File: src/rtl/i2c_tx_sched.sv
// I2C transmit transaction scheduler: sequences START+address, payload bytes from a
// show-ahead FIFO and a closing STOP command toward a byte engine, with ACK/underrun handling.
module i2c_tx_sched (
  input  logic       clock,
  input  logic       sclr,
  input  logic       go,
  input  logic [6:0] slave_addr,
  input  logic [3:0] byte_cnt,
  input  logic       fifo_empty,
  input  logic [7:0] fifo_q,
  output logic       fifo_rdreq,
  output logic       cmd_valid,
  input  logic       cmd_ready,
  output logic       cmd_start,
  output logic       cmd_stop,
  output logic [7:0] cmd_byte,
  input  logic       ack_valid,
  input  logic       nack,
  output logic       busy,
  output logic       done,
  output logic       err_nack,
  output logic       err_underrun,
  output logic [4:0] sent_cnt
);

  typedef enum logic [2:0] {
    IDLE,
    ADDR,
    WAIT_ACK,
    DATA,
    STOP
  } state_t;

  state_t     state_q, state_d;
  logic [6:0] addr_q, addr_d;
  logic [4:0] rem_q, rem_d;
  logic [4:0] sent_q, sent_d;
  logic       nack_flag_q, nack_flag_d;
  logic       under_flag_q, under_flag_d;
  logic       armed_q, armed_d;
  logic [7:0] byte_q, byte_d;
  logic       done_q, done_d;
  logic       err_nack_q, err_nack_d;
  logic       err_under_q, err_under_d;

  always_ff @(posedge clock or negedge sclr) begin
    if (!sclr) begin
      state_q      <= IDLE;
      addr_q       <= 7'd0;
      rem_q        <= 5'd0;
      sent_q       <= 5'd0;
      nack_flag_q  <= 1'b0;
      under_flag_q <= 1'b0;
      armed_q      <= 1'b0;
      byte_q       <= 8'h00;
      done_q       <= 1'b0;
      err_nack_q   <= 1'b0;
      err_under_q  <= 1'b0;
    end else begin
      state_q      <= state_d;
      addr_q       <= addr_d;
      rem_q        <= rem_d;
      sent_q       <= sent_d;
      nack_flag_q  <= nack_flag_d;
      under_flag_q <= under_flag_d;
      armed_q      <= armed_d;
      byte_q       <= byte_d;
      done_q       <= done_d;
      err_nack_q   <= err_nack_d;
      err_under_q  <= err_under_d;
    end
  end

  always_comb begin
    state_d      = state_q;
    addr_d       = addr_q;
    rem_d        = rem_q;
    sent_d       = sent_q;
    nack_flag_d  = nack_flag_q;
    under_flag_d = under_flag_q;
    armed_d      = armed_q;
    byte_d       = byte_q;
    done_d       = 1'b0;
    err_nack_d   = 1'b0;
    err_under_d  = 1'b0;
    cmd_valid    = 1'b0;
    cmd_start    = 1'b0;
    cmd_stop     = 1'b0;
    cmd_byte     = 8'h00;
    fifo_rdreq   = 1'b0;

    case (state_q)
      IDLE: begin
        if (go) begin
          addr_d       = slave_addr;
          rem_d        = {1'b0, byte_cnt} + 5'd1;
          sent_d       = 5'd0;
          nack_flag_d  = 1'b0;
          under_flag_d = 1'b0;
          armed_d      = 1'b0;
          state_d      = ADDR;
        end
      end
      ADDR: begin
        cmd_valid = 1'b1;
        cmd_start = 1'b1;
        cmd_byte  = {addr_q, 1'b0};
        if (cmd_ready) state_d = WAIT_ACK;
      end
      WAIT_ACK: begin
        if (ack_valid) begin
          armed_d = 1'b0;
          if (nack) begin
            nack_flag_d = 1'b1;
            state_d     = STOP;
          end else if (rem_q == 5'd0) begin
            state_d = STOP;
          end else begin
            state_d = DATA;
          end
        end
      end
      DATA: begin
        // Emptiness only matters before the command is raised; afterwards the
        // captured byte is held so the command stays stable until transfer.
        if (!armed_q && fifo_empty) begin
          under_flag_d = 1'b1;
          state_d      = STOP;
        end else begin
          cmd_valid = 1'b1;
          cmd_byte  = armed_q ? byte_q : fifo_q;
          if (!armed_q) begin
            armed_d = 1'b1;
            byte_d  = fifo_q;
          end
          if (cmd_ready) begin
            fifo_rdreq = !fifo_empty;
            rem_d      = rem_q - 5'd1;
            sent_d     = sent_q + 5'd1;
            armed_d    = 1'b0;
            state_d    = WAIT_ACK;
          end
        end
      end
      STOP: begin
        cmd_valid = 1'b1;
        cmd_stop  = 1'b1;
        if (cmd_ready) begin
          done_d       = 1'b1;
          err_nack_d   = nack_flag_q;
          err_under_d  = under_flag_q;
          nack_flag_d  = 1'b0;
          under_flag_d = 1'b0;
          state_d      = IDLE;
        end
      end
      default: state_d = IDLE;
    endcase
  end

  assign busy         = (state_q != IDLE);
  assign done         = done_q;
  assign err_nack     = err_nack_q;
  assign err_underrun = err_under_q;
  assign sent_cnt     = sent_q;

endmodule

File: config.mk
export PLATFORM = sky130hd
export DESIGN_NAME = i2c_tx_sched
export DESIGN_NICKNAME = d
export VERILOG_FILES = /design/src/rtl/i2c_tx_sched.sv
export SDC_FILE = /design/constraint.sdc
export NUM_CORES = 1
export LEC_CHECK = 0
export BUFFER_PORTS_ARGS = -buffer_cell sky130_fd_sc_hd__buf_2
export CAP_MARGIN = 20
export CORE_MARGIN = 3
export CORE_UTILIZATION = 41
export CTS_CLUSTER_SIZE = 28
export DETAILED_ROUTE_END_ITERATION = 6
export MAX_ROUTING_LAYER = met4
export REMOVE_ABC_BUFFERS = 1
export SETUP_SLACK_MARGIN = 0.05
export SLEW_MARGIN = 20
export SYNTH_ARGS = -nofsm -noshare
export SYNTH_HDL_FRONTEND = slang
export SYNTH_SLANG_ARGS = --single-unit
File: constraint.sdc
create_clock -name clock -period 2.41 [get_ports clock]
set_clock_uncertainty 0.05 [all_clocks]
set_input_delay 0.1205 -clock clock [delete_from_list [all_inputs] [get_ports clock]]
set_output_delay 0.1205 -clock clock [all_outputs]
set_load 0.05 [all_outputs]
# After elaboration in Yosys (flattened, before gate mapping)
# Cells that the tools add are included.
dict set report totals {
  word_cells 87
  register_bits 34
  out_inout_bits 21
}
dict set report classes {
  bitwise 1
  add_sub_neg 3
  n_reduce_logical 18
  n_mux 43
  n_eq_ne 11
}
# operator n
set op_table {}
lappend op_table {{$mux W5} 6}
lappend op_table {{$mux W3} 7}
lappend op_table {{$mux W1} 20}
lappend op_table {{$pmux W5 S2} 2}
lappend op_table {{$mux W8} 2}
lappend op_table {{$pmux W8 S2} 1}
lappend op_table {{$pmux W3 S5} 1}
lappend op_table {{$ne A2 B2 Y1 const B} 7}
lappend op_table {{$reduce_and A4 Y1} 3}
lappend op_table {{$reduce_bool A3 Y1} 4}
lappend op_table {{$pmux W1 S3} 3}
lappend op_table {{$eq A3 B2 Y1 const B} 2}
lappend op_table {{$add A4 B1 Y5 const B} 1}
lappend op_table {{$add A5 B1 Y5 const B} 1}
lappend op_table {{$logic_not A5 Y1} 1}
lappend op_table {{$reduce_and A5 Y1} 1}
lappend op_table {{$sub A5 B1 Y5 const B} 1}
lappend op_table {{$reduce_and A2 Y1} 2}
lappend op_table {{$eq A3 B1 Y1 const B} 1}
lappend op_table {{$eq A3 B3 Y1 const B} 1}
lappend op_table {{$logic_not A3 Y1} 1}
lappend op_table {{$reduce_and A3 Y1} 1}
lappend op_table {{$logic_not A1 Y1} 2}
lappend op_table {{$pmux W1 S2} 1}
lappend op_table {{other kinds (4)} 4}

# Logic depth before layout (Yosys ltp)
dict set report depth {
  ltp_word 5
  depth_mapped 6
  mapped_depth_nobuf 6
}

# Least setup slack after synthesis
# No wires, ideal clock.
dict set report synth_timing {
  path_type {register to output}
  start {reg state_q[1]}
  end {out cmd_byte[7]}
  arrival_time_ps 2245
  stages_incl_launch_ff 6
  required_ps 2240
  slack_ps -6
  path_buffers 3
  path_cell_list {dfrtp_1 -> buf_6 -> clkbuf_1 -> clkbuf_1 -> nor2_1 -> a211oi_1}
}
dict set report synth_between {
  elab_chain_cells 2
}
# item line
set synth_lines {}
lappend synth_lines {{start, declared} 34} ;# state_t state_q, state_d;
lappend synth_lines {{start signal, assigned} 60} ;# state_q <= state_d;
lappend synth_lines {{$eq A3 B2 Y1 or $eq A3 B1 Y1 (tied branches)} 92} ;# case (state_q)
lappend synth_lines {{$pmux W8 S2 (*)} 92}
lappend synth_lines {{end, declared} 16} ;# output logic [7:0] cmd_byte,
# Mark *: on every way between the ends. The rest lies on a longest branch, timed or not.

# Worst setup path after layout
dict set report layout_timing {
  start {reg state_q[0]}
  end {out cmd_byte[5]}
}
# The elaborated chain is that of the path after synthesis.

==> run metrics <==
CP arrival=1.82 ns; # Max-Cap Violations=0; Sw Pwr=1.32 mW; total gr overflow=0; sequential element share of the synthesized area=46.0%; CTS Buf Count=5; Flop pwr share=33.2%; Layout Cells excl Fill=282; ys flop type=dfrtp_1; post-synthesis sequential element count=34; port bufs=46; clock buffer depth=2; Leak=1.08 nW; Post-DRT Antenna Nets=0; first-pass GRT wire length=7090 um; Post-synth EDFFs=0; Iter 0 DRT Violations=69; Placed Instance Area=2120 sq um; Syn Area/Cell=10.2 sq um; max_slew headroom=49.4%; Setup CP Type=flop to primary output; initial antenna violation count=0; critical path fanouts, max=13; Routed WL=4120 um; Area Growth Syn to Fin=21.9%; die footprint=5350 sq um; Startpoint Class=flop; GRT Util Overall=17.7%; clk slew on worst S/H paths=0.07 ns; Power Density=1300 nW/um^2; WL/cell=14.6 um; via count=1536; crit end category=primary output; asr flop ratio synth=100%; Die Y=73.2 um; Synth Instances=181; total power=2.93 mW; Critical Path Max Stage Delay=0.60 ns; Die X=73.2 um; largest net degree at the start of global routing=35; Tcrit/Tclk final=82.6%; combinational power share=49.5%; RSZ-0062 raised after global routing=no; post-route cell area=2250 sq um; Setup Fix Bufs, Post-CTS=0; internal power=1.61 mW; Worst-Margin Slew=0.759 ns; H-Tree Depth=2; min-delay worst type=input pin to flop; final hold vios=0; CTS tree=built; pre-CTS setup slack=0.535 ns; Cells after DPL=272; routability-driven placement congestion ratio=0.841; Clk network pwr share=17.4%; Core Area=4170 sq um; IO Pins=47; FF-to-FF setup slack=0.53 ns; clock net sink count=34; min cycle time layout=1.99 ns; Max Slew Vio Count=0; Yosys warnings=0; layout cells sized above 1=34.5%; first drt pass iteration count=4; filler cell count=365; DR vias/cell=5.45; Setup Viol. Count Final=0; vias in the first global route=1529; DRC=0; outcome=completed; Fmax=0.502 GHz; VDD IR-drop max=0.000624 V; Core Rows=23; post-synthesis cell type count=41; worst setup margin=0.419 ns; Switching Share=45.2%; CP required=2.24 ns; CTS Root Cell=clkbuf_8; critical-path cell list=nand2b_1 -> nor2_1 -> nand2_1 -> o21ai_0 -> buf_2; Skew-Pair Late Insertion Delay=0.28 ns; Initial Util=44.3%; CP max-delay cell=dfrtp_1; antenna diode count=0; NumNets Final=260; Layout Utilization=54.0%; area of the mapped netlist=1850 sq um; Detailed Place HPWL=3120 um
==> power groups by stage <==
stage	Sequential [mW]	Combinational [mW]	Clock, mW
final	0.972	1.45	0.509
after global routing	1.00	1.57	0.558
after CTS	0.968	1.46	0.526
after detailed placement	0.976	1.46	0
after global placement	0.965	1.44	0
after floorplan	1.01	1.04	0
==> synth_stat cells, types with 3 or more instances <==
master	count	area [sq um]
a211oi_1	6	45.0
o21ai_0	9	45.0
a22oi_1	5	37.5
mux2_2	16	180
nand3_1	5	25.0
xor2_1	3	26.3
nand2_1	10	37.5
and2_1	4	25.0
a21oi_1	5	25.0
a31oi_1	3	18.8
inv_1	5	18.8
nor2_1	20	75.1
nor3b_1	3	22.5
dfrtp_1	34	851
nor2b_1	4	25.0
mux2i_1	6	60.1
ha_1	3	37.5
o21ai_1	4	20.0
clkbuf_1	5	18.8
==> worst paths after layout <==
kind,depth (start not counted),from,end
min in group asynchronous,2,sclr,rem_q[1]
hold reg to reg,1,nack_flag_q,err_nack
setup / recovery,5,state_q[0],cmd_byte[5]
setup reg to reg,5,state_q[2],rem_q[0]
hold / removal,3,nack,nack_flag_q
max in group asynchronous,2,sclr,done
==> placed cells by master, fill, tap and decap left out, types with 2 or more instances in the layout <==
master,Yosys,routed
and3_1,2,2
dfrtp_1,34,34
nand3_1,5,5
mux2i_1,6,6
o22ai_1,2,2
nor2b_1,4,4
xor2_1,3,3
a211oi_1,6,6
clkinv_2,0,2
inv_1,5,5
nor2_1,20,20
nand4_1,2,2
nand2_1,10,10
mux2_2,16,16
o22a_1,2,2
a31oi_1,3,3
o21ai_1,4,4
nand2b_1,2,2
nor3b_1,3,3
ha_1,3,3
and2_1,4,4
clkbuf_8,0,5
a22oi_1,5,5
buf_2,2,46
dlygate4sd3_1,0,2
buf_4,0,5
o21ai_0,9,9
a21oi_1,5,5
nand3b_1,2,2
or3_1,2,2
==> metrics by stage <==
stage                     hold slack [ns]  TNS [ns]
after floorplan                    -0.225    -0.536
after global placement              0.179         0
after detailed placement            0.188         0
after CTS                         0.00950         0
after global routing              0.00796         0
final                              0.0142         0
==> critical path, delay by kind of cell (launching register included) <==
| kind | cells | cell delay, ns |
|---|---|---|
| AOI/OAI and AO/OA | 1 | 0.07 |
| buffers and inverters | 1 | 0.29 |
| DFF | 1 | 0.60 |
| and+or+nand+nor | 3 | 0.58 |
==> sequential cells by signal, summed over array words and instances (netlist names) <==
register / flops
byte_q: 8
addr_q: 7
rem_q: 5
sent_cnt: 5
state_q: 3
armed_q: 1
done: 1
err_nack: 1
err_underrun: 1
nack_flag_q: 1
under_flag_q: 1
==> final cells by class <==
cell class | instances | area (sq um) | area share (%)
timing repair buffer | 53 | 288 | 12.8
inverter | 5 | 18.8 | 0.833
clock buffer | 5 | 68.8 | 3.05
tap | 50 | 62.6 | 2.78
sequential | 34 | 851 | 37.8
multi-input combinational | 132 | 925 | 41.0
clock inverter | 3 | 40.0 | 1.78
==> timing repair <==
action / 4_1_cts / 5_1_grt
resized for setup: 0 / 0
hold buffers: 2 / 0
hold endpoints to repair: 35 / 0
==> cells by family (layout without fill, tap and decap cells) <==
| group | after synthesis | in the layout | share of synthesized area (%) |
|---|---|---|---|
| xor gates and xnor gates | 3 | 3 | 1.42 |
| DFF | 34 | 34 | 46.0 |
| and+or+nand+nor | 61 | 61 | 17.7 |
| buffers and inverters | 15 | 66 | 3.99 |
| AOI/OAI and AO/OA | 43 | 43 | 15.8 |
| adders and majority gates | 3 | 3 | 2.03 |
| muxes | 22 | 22 | 13.0 |
==> per-layer routing <==
layer | global-route usage [%] | routed length [um]
met5 | - | 0
met4 | 4.71 | 36
met3 | 5.37 | 244
met2 | 27.5 | 1940
met1 | 22.4 | 1900
(Power assumes the default switching activity.)
